### src/rtl/s641_bist_ctrl.sv
// ============================================================================
// s641_bist_ctrl : LFSR-stimulus / MISR-compaction BIST controller for s641
// Rev 1.0
// ============================================================================
`default_nettype none

module s641_bist_ctrl #(
  parameter int unsigned NUM_PATTERNS = 1024,
  parameter int unsigned FLUSH_CYCLES = 20,
  parameter logic [34:0] FLUSH_VEC    = 35'h0,
  parameter logic [34:0] LFSR_SEED    = 35'h1,
  parameter logic [23:0] MISR_SEED    = 24'h0,
  parameter logic [23:0] GOLDEN_SIG   = 24'h0
) (
  input  logic        CK,
  input  logic        RST,
  input  logic        START,
  input  logic        ABORT,
  output logic [34:0] CUT_IN,
  input  logic [23:0] CUT_OUT,
  output logic        BUSY,
  output logic        DONE,
  output logic        PASS,
  output logic [23:0] SIGNATURE,
  output logic [15:0] PAT_CNT
);

  localparam logic [2:0] c_IDLE  = 3'd0;
  localparam logic [2:0] c_FLUSH = 3'd1;
  localparam logic [2:0] c_RUN   = 3'd2;
  localparam logic [2:0] c_CHECK = 3'd3;
  localparam logic [2:0] c_DONE  = 3'd4;

  localparam logic [15:0] c_NUM_PAT    = 16'(NUM_PATTERNS);
  localparam logic [7:0]  c_FLUSH_LAST = 8'(FLUSH_CYCLES - 1);

  logic [2:0]  state_q,     state_d;
  logic [34:0] cut_in_q,    cut_in_d;
  logic [34:0] lfsr_q,      lfsr_d;
  logic [23:0] misr_q,      misr_d;
  logic [15:0] pat_cnt_q,   pat_cnt_d;
  logic [7:0]  flush_cnt_q, flush_cnt_d;
  logic        pass_q,      pass_d;

  logic [34:0] lfsr_nxt;
  logic [23:0] misr_nxt;
  logic        misr_fb;

  // x^35+x^33+1 Fibonacci shift; x^24+x^23+x^22+x^17+1 MISR
  assign lfsr_nxt = {lfsr_q[33:0], lfsr_q[34] ^ lfsr_q[32]};
  assign misr_fb  = misr_q[23] ^ misr_q[22] ^ misr_q[21] ^ misr_q[16];
  assign misr_nxt = {misr_q[22:0], misr_fb} ^ CUT_OUT;

  always_comb begin
    state_d     = state_q;
    cut_in_d    = cut_in_q;
    lfsr_d      = lfsr_q;
    misr_d      = misr_q;
    pat_cnt_d   = pat_cnt_q;
    flush_cnt_d = flush_cnt_q;
    pass_d      = pass_q;

    if (ABORT) begin
      state_d  = c_IDLE;
      pass_d   = 1'b0;
      cut_in_d = FLUSH_VEC;
    end else begin
      case (state_q)
        c_IDLE, c_DONE: begin
          cut_in_d = FLUSH_VEC;
          if (START) begin
            state_d     = c_FLUSH;
            flush_cnt_d = 8'd0;
            misr_d      = MISR_SEED;
            pat_cnt_d   = 16'd0;
            lfsr_d      = LFSR_SEED;
            pass_d      = 1'b0;
          end
        end
        c_FLUSH: begin
          cut_in_d    = FLUSH_VEC;
          flush_cnt_d = flush_cnt_q + 8'd1;
          if (flush_cnt_q == c_FLUSH_LAST) begin
            state_d  = c_RUN;
            lfsr_d   = LFSR_SEED;
            cut_in_d = LFSR_SEED;
          end
        end
        c_RUN: begin
          misr_d   = misr_nxt;
          lfsr_d   = lfsr_nxt;
          cut_in_d = lfsr_nxt;
          if (pat_cnt_q != c_NUM_PAT) begin
            pat_cnt_d = pat_cnt_q + 16'd1;
          end
          if (pat_cnt_d == c_NUM_PAT) begin
            state_d  = c_CHECK;
            cut_in_d = FLUSH_VEC;
          end
        end
        c_CHECK: begin
          pass_d  = (misr_q == GOLDEN_SIG);
          state_d = c_DONE;
        end
        default: begin
          state_d  = c_IDLE;
          cut_in_d = FLUSH_VEC;
          pass_d   = 1'b0;
        end
      endcase
    end
  end

  always_ff @(posedge CK) begin
    if (RST) begin
      state_q     <= c_IDLE;
      cut_in_q    <= FLUSH_VEC;
      lfsr_q      <= LFSR_SEED;
      misr_q      <= MISR_SEED;
      pat_cnt_q   <= 16'd0;
      flush_cnt_q <= 8'd0;
      pass_q      <= 1'b0;
    end else begin
      state_q     <= state_d;
      cut_in_q    <= cut_in_d;
      lfsr_q      <= lfsr_d;
      misr_q      <= misr_d;
      pat_cnt_q   <= pat_cnt_d;
      flush_cnt_q <= flush_cnt_d;
      pass_q      <= pass_d;
    end
  end

  assign CUT_IN    = cut_in_q;
  assign BUSY      = (state_q == c_FLUSH) || (state_q == c_RUN) || (state_q == c_CHECK);
  assign DONE      = (state_q == c_DONE);
  assign PASS      = pass_q && (state_q == c_DONE);
  assign SIGNATURE = misr_q;
  assign PAT_CNT   = pat_cnt_q;

endmodule

`default_nettype wire

### config.mk
export PLATFORM = sky130hd
export DESIGN_NAME = s641_bist_ctrl
export DESIGN_NICKNAME = d
export VERILOG_FILES = /design/src/rtl/s641_bist_ctrl.sv
export SDC_FILE = /design/constraint.sdc
export NUM_CORES = 1
export LEC_CHECK = 0
export BUFFER_PORTS_ARGS = -buffer_cell sky130_fd_sc_hd__buf_2
export CELL_PAD_IN_SITES_DETAIL_PLACEMENT = 1
export CELL_PAD_IN_SITES_GLOBAL_PLACEMENT = 2
export CORE_MARGIN = 1
export CORE_UTILIZATION = 29
export CTS_BUF_LIST = sky130_fd_sc_hd__clkbuf_8
export DETAILED_ROUTE_END_ITERATION = 16
export GPL_TIMING_DRIVEN = 1
export PLACE_DENSITY = 0.68
export SYNTH_ARGS = -nofsm -noshare
export SYNTH_HDL_FRONTEND = slang
export SYNTH_SLANG_ARGS = --single-unit
### constraint.sdc
create_clock -name CK -period 3.8 [get_ports CK]
set_input_delay 0.95 -clock CK [delete_from_list [all_inputs] [get_ports CK]]
set_output_delay 0.95 -clock CK [all_outputs]
set_load 0.05 [all_outputs]
# --- Yosys cells after proc, flatten, opt, wreduce, memory -nomap -nowiden ---
# Cells that the tools add are included.
totals:
  register_bits: 122
  latch_bits: 0
  ram_bits: 0
  rom_bits: 0
  in_bits: 28
  output_inout_bits: 78
  word_cells: 63
  mem_count: 0
op_classes:
  addsub: 2
  n_mul: 0
  n_div: 0
  order_cmp: 0
  n_eq_ne: 10
  shift: 0
  muxes: 21
  bitwise_logic: 7
  reduce_logical: 16
ops:
  columns: ["operator", "count"]
  rows:
  - ["case mux 35 bit (3 select lines)", 2]
  - ["2-to-1 mux 35 bit", 3]
  - ["2-to-1 mux 16 bit", 4]
  - ["case mux 24 bit (2 select lines)", 1]
  - ["case mux 16 bit (2 select lines)", 1]
  - ["logical NOT 24 bit", 1]
  - ["2-to-1 mux 24 bit", 1]
  - ["bitwise XOR 24 bit", 1]
  - ["adder 16 x 1 -> 16 bit (second input constant)", 1]
  - ["equality test 16 x 11 -> 1 bit (second input constant)", 1]
  - ["inequality test 16 x 11 -> 1 bit (second input constant)", 1]
  - ["case mux 8 bit (2 select lines)", 1]
  - ["case mux 3 bit (4 select lines)", 1]
  - ["2-to-1 mux 3 bit", 3]
  - ["AND reduction 3 bit", 3]
  - ["adder 8 x 1 -> 8 bit (second input constant)", 1]
  - ["equality test 8 x 5 -> 1 bit (second input constant)", 1]
  - ["2-to-1 mux 8 bit", 1]
  - ["equality test 3 x 2 -> 1 bit (second input constant)", 2]
  - ["inequality test 2 bit (second input constant)", 3]
  - ["OR reduction 2 bit", 3]
  - ["AND reduction 4 bit", 1]
  - ["nonzero test 2 bit", 2]
  - ["bitwise XOR 1 bit", 4]
  - ["10 further kinds", 13]

# --- Logic depth before layout (Yosys ltp) ---
logic_depth:
  ltp_word: 7
  mapped_depth: 9
  mapped_depth_nobuf: 8

# --- Worst setup path after synthesis ---
# OpenSTA, ideal clock, no wires.
synth_path:
  kind: "flip-flop to flip-flop"
  start: "register pat_cnt_q[0] (netlist: PAT_CNT[0])"
  end: "register cut_in_q[22] (netlist: CUT_IN[22])"
  setup_ns: 0.117
  arrival_ns: 2.505
  required_time_ns: 3.683
  path_slack_ns: 1.178
  stages_incl_launch_ff: 10
  path_buffers: 1
  synth_period_minus_slack_ns: 2.622
  cell_sequence: "dfxtp_1 inv_1 ha_1 and3b_1 nand4_2 mux2i_2 a2111oi_4 a41oi_4 buf_6 a22o_2"
synth_via:
  elab_chain_cells: 7
  word_cells_on_any_way: 8
  classes_between: "add/sub (1); eq/ne (2); mux (5)"
synth_rtl:
  columns: ["element", "line", "text"]
  rows:
  - ["from (decl)", "41", "logic [15:0] pat_cnt_q, pat_cnt_d;"]
  - ["from (signal assigned)", "128", "pat_cnt_q <= pat_cnt_d;"]
  - ["adder 16 x 1 -> 16 bit or inequality test 16 x 11 -> 1 bit (tied branches)", "94, 93", null]
  - ["2-to-1 mux 16 bit *", "93", "if (pat_cnt_q != c_NUM_PAT) begin"]
  - ["2-to-1 mux 16 bit *", "68", "case (state_q)"]
  - ["2-to-1 mux 16 bit *", "63", "if (ABORT) begin"]
  - ["equality test 16 x 11 -> 1 bit *", "96", "if (pat_cnt_d == c_NUM_PAT) begin"]
  - ["2-to-1 mux 35 bit *", "96", null]
  - ["case mux 35 bit (3 select lines) *", "68", null]
  - ["to (signal assigned)", "125", "cut_in_q <= cut_in_d;"]
  - ["to (decl)", "38", "logic [34:0] cut_in_q, cut_in_d;"]
# Every way passes the cells marked *; elsewhere a longest branch is shown, timed or not. The select of a mux whose other input is x is not followed.
# A chain may end at the register's enable or synchronous reset.

# --- Worst setup path in the final report ---
layout_path:
  start: "register state_q[0]"
  end: "output DONE"
layout_via:
  elab_chain_cells: 1
layout_rtl:
  columns: ["element", "line", "text"]
  rows:
  - ["from (decl)", "37", "logic [2:0] state_q, state_d;"]
  - ["from (signal assigned)", "116", "state_q <= c_IDLE;"]
  - ["from (signal assigned)", "124", "state_q <= state_d;"]
  - ["equality test 3 bit", "136", "assign DONE = (state_q == c_DONE);"]
  - ["to (decl)", "22", "output logic DONE,"]
# No other way between the ends.

==> flow_summary.yaml <==
outcome:
  status: "finished clean"
logic_synthesis:
  syn_inst: 591
  synth.ff_latch_count: 122
  synth_area_um2: 5270
  postSynth.topFlopCell: "sky130_fd_sc_hd__dfxtp_1"
  post_syn_nets: 623
  netlist-cell-type-count: 51
  postSynth.asyncResetShare_pct: 0
  syn_area_per_cell_um2: 8.92
  edff_count_synth: 0
  synth_warnings: 0
  ys_seq_area_share_pct: 46.4
cells_and_area:
  multi_input_comb_area_um2: 2570
  nets: 708
  antennaDiodeCount: 0
  layout.cells.non_filler: 914
  layout-area-overhead-vs-synth_pct: 19.7
  drive_above_1_share_pct: 24.5
  sequential_cell_area_um2: 2440
  final.fill_count: 2118
critical_path:
  worstSetupEndpointType: "output port"
  timing.critical_path.slowest_stage_cell: "sky130_fd_sc_hd__dfxtp_1"
  path_class: "reg2out"
  cp_data_arrival_time_ns: 1.78
  crit_family: "flip-flops"
  critical_path_required_ns: 2.85
  worst-path-max-fanout: 17
  worstPathCellList: "nor2_1, and2_1, buf_2"
  worst-path-buf-inv: 1
  setup.worst_path.start_class: "register"
  cpPeakStageDelay_ns: 0.69
placed_design:
  dpl.hpwl_mm: 9.89
  preCtsSetupSlack_ns: 1.08
  port-buffer-count: 105
  place_congestion: 0.767
  placed_cells: 882
detailed_routing:
  drt_iter0_drc: 242
  wire_length_on_met3_um: 638
  detail_route.wirelength.met1_mm: 7.09
  topRoutingLayerUsed: "met4"
  routed_wirelength_mm: 14.8
  total_drc_errors_in_the_routed_layout: 0
  via_per_inst: 5.10
  ant_nets: 0
  wl_per_cell_um: 16.2
  drtPass1Iterations: 4
  dr_total_vias: 4659
  met2_wirelength_mm: 6.91
pwr:
  seqPwrFrac_pct: 50.7
  power.switching_fraction_pct: 26.9
  comb_power_share_pct: 3.4
  irDropWorstVdd_v: 0.000192
  power-per-cell-area_nw_per_um2: 401
  power.net_switching_w: 0.000679
  total_leakage_power_nw: 2.57
  power_report.internal_total_w: 0.00185
  design_power_total_w: 0.00253
  pwr-share-clk_pct: 45.9
cts:
  root_buffer: "sky130_fd_sc_hd__clkbuf_8"
  post_cts_resized: 0
  clock_tree.htree_level_count: 4
  cts_setup_buffers: 0
  clock_sink_count: 122
  cts_tree: "built"
  ctsLongestPathBuffers: 2
  cts.clk_slew.worst_paths_ns: 0.08
  clock_insertion_delay_worst_skew_ns: 0.44
  tritoncts.num_buffers: 17
  hold_buffers: 0
floorplanning:
  die_height_um: 137
  fp.dieArea_um2: 18700
  core-area_um2: 17500
  initial_utilization_pct: 30.0
  num_io_pins: 106
  die_width_um: 137
  placement_rows: 48
timing:
  period_minus_slack_ns: 2.73
  setup_violations: 0
  fin_tns_setup_ns: 0
  final.period_utilization_pct: 71.7
  tightestPinTransition_ns: 1.11
  post-route-worst-setup-slack_ns: 1.07
  max_clock_freq_mhz: 367
  timing_max_transition_violations_final: 0
  hold_viol_final: 0
  rsz0062_at_grt: "no"
  clock-skew-final_ns: 0.0120
  timing.slew.headroom_pct: 26.2
min_path:
  timing.hold.worst.class: "reg2reg"
grt:
  gr-usage-all-layers_pct: 16.6
  grt_pass1_vias: 4623
  antenna_found_initial: 0
  grt_pass1_wl_mm: 24.3
  grt_start_max_net_pins: 66
  globalRoute.totalOverflow: 0
run:
  maxCapViolCount: 0
-- synthesized netlist by cell type (2+ instances only) --
library cell / instances / share of area [%]
sky130_fd_sc_hd__dfxtp_1: 122 / 46
sky130_fd_sc_hd__nor2_1: 56 / 4.0
sky130_fd_sc_hd__nand2_1: 55 / 3.9
sky130_fd_sc_hd__a21oi_1: 48 / 4.6
sky130_fd_sc_hd__nand3_1: 38 / 3.6
sky130_fd_sc_hd__clkbuf_1: 36 / 2.6
sky130_fd_sc_hd__xor2_1: 32 / 5.3
sky130_fd_sc_hd__a22oi_1: 30 / 4.3
sky130_fd_sc_hd__a22o_1: 27 / 4.5
sky130_fd_sc_hd__o21ai_0: 14 / 1.3
sky130_fd_sc_hd__nor3_1: 11 / 1.0
sky130_fd_sc_hd__inv_1: 10 / 0.71
sky130_fd_sc_hd__nand4_1: 10 / 1.2
sky130_fd_sc_hd__nor4_1: 10 / 1.2
sky130_fd_sc_hd__a22o_2: 7 / 1.3
sky130_fd_sc_hd__xnor2_1: 7 / 1.2
sky130_fd_sc_hd__a311oi_1: 6 / 1.0
sky130_fd_sc_hd__a31oi_1: 6 / 0.71
sky130_fd_sc_hd__buf_6: 6 / 1.3
sky130_fd_sc_hd__nand2b_1: 5 / 0.59
sky130_fd_sc_hd__nor2b_1: 5 / 0.59
sky130_fd_sc_hd__or3_1: 5 / 0.59
sky130_fd_sc_hd__ha_1: 4 / 0.95
sky130_fd_sc_hd__and2_1: 3 / 0.36
sky130_fd_sc_hd__and3_1: 3 / 0.36
sky130_fd_sc_hd__nand4_2: 3 / 0.71
sky130_fd_sc_hd__nor4_2: 3 / 0.71
sky130_fd_sc_hd__a211oi_1: 2 / 0.28
sky130_fd_sc_hd__and3_2: 2 / 0.28
sky130_fd_sc_hd__buf_2: 2 / 0.19
sky130_fd_sc_hd__clkbuf_2: 2 / 0.19
sky130_fd_sc_hd__o22ai_1: 2 / 0.24
-- worst register-to-register path: cells and delay by family, from the launching register on --
kind                     cells  cell delay, ns
AO/OA/AOI/OAI                2            0.38
XOR/XNOR                     1            0.29
adder cells (fa/ha/maj)      1            0.31
buffers and inverters        2            0.51
flip-flops                   1            0.49
AND/OR/NAND/NOR              2            0.54
-- cell families after synthesis --
logic type	share of synthesized area [%]
and+or+nand+nor	20.1
AOI/OAI and AO/OA	20.8
DFF	46.4
buffers and inverters	5.08
xor gates and xnor gates	6.48
adders and majority gates	0.950
muxes	0.261
-- placed cells by master (no fill, tap or decap), drive strengths merged, types with 7 or more instances in the layout --
cell type	Yosys	layout
a21oi	48	48
a22o	34	34
a22oi	30	30
buf	9	113
clkbuf	38	17
dfxtp	122	122
inv	10	17
nand2	55	55
nand3	38	38
nand4	13	13
nor2	56	56
nor3	11	11
nor4	13	13
o21ai	14	14
xnor2	7	7
xor2	32	32
-- routing by layer --
metal	vias up	track usage, %
met5	-	0
met4	0	5.25
met3	16	4.11
met2	92	27.0
met1	2260	21.5
li1	2291	-
-- cell type report --
type	count	area share, %
Tap cell	225	4.46
Inverter	10	0.595
Multi-Input combinational cell	412	40.7
Clock inverter	15	2.50
Sequential cell	122	38.7
Clock buffer	17	3.71
Timing Repair Buffer	113	9.28
-- through the flow --
step | utilization [%] | instance area (µm²) | hold WS (ns)
floorplan | - | 5270 | 0.443
global placement | 33.7 | 5920 | 0.454
detailed placement | 33.7 | 5920 | 0.460
CTS | 36.0 | 6310 | 0.474
global route | 36.0 | 6310 | 0.493
finish | 36.0 | 6310 | 0.475
-- sequential cells by signal, summed over array words and instances, names as in the netlist --
name	cells
state_q	3
CUT_IN	35
PAT_CNT	16
lfsr_q	35
pass_q	1
SIGNATURE	24
flush_cnt_q	8
-- final timing paths --
kind	slack [ns]	depth (start not counted)	to	start
setup reg to reg	1.21	8	CUT_IN[24]	PAT_CNT[1]
setup / recovery	1.07	3	DONE	state_q[0]
hold reg to reg	0.47	2	lfsr_q[3]	lfsr_q[3]
hold / removal	0.47	2	lfsr_q[3]	lfsr_q[3]
-- power by group through the flow --
stage,Sequential (W),Clock [W],Combinational [W]
6_report,0.00128,0.00116,0.0000864
5_1_grt,0.00128,0.00125,0.0000971
4_1_cts,0.00128,0.00121,0.0000885
3_5_place_dp,0.00131,0,0.0000882
3_3_place_gp,0.00131,0,0.0000875
2_1_floorplan,0.00131,0,0.0000554
Power figures use the tool's default switching activity.
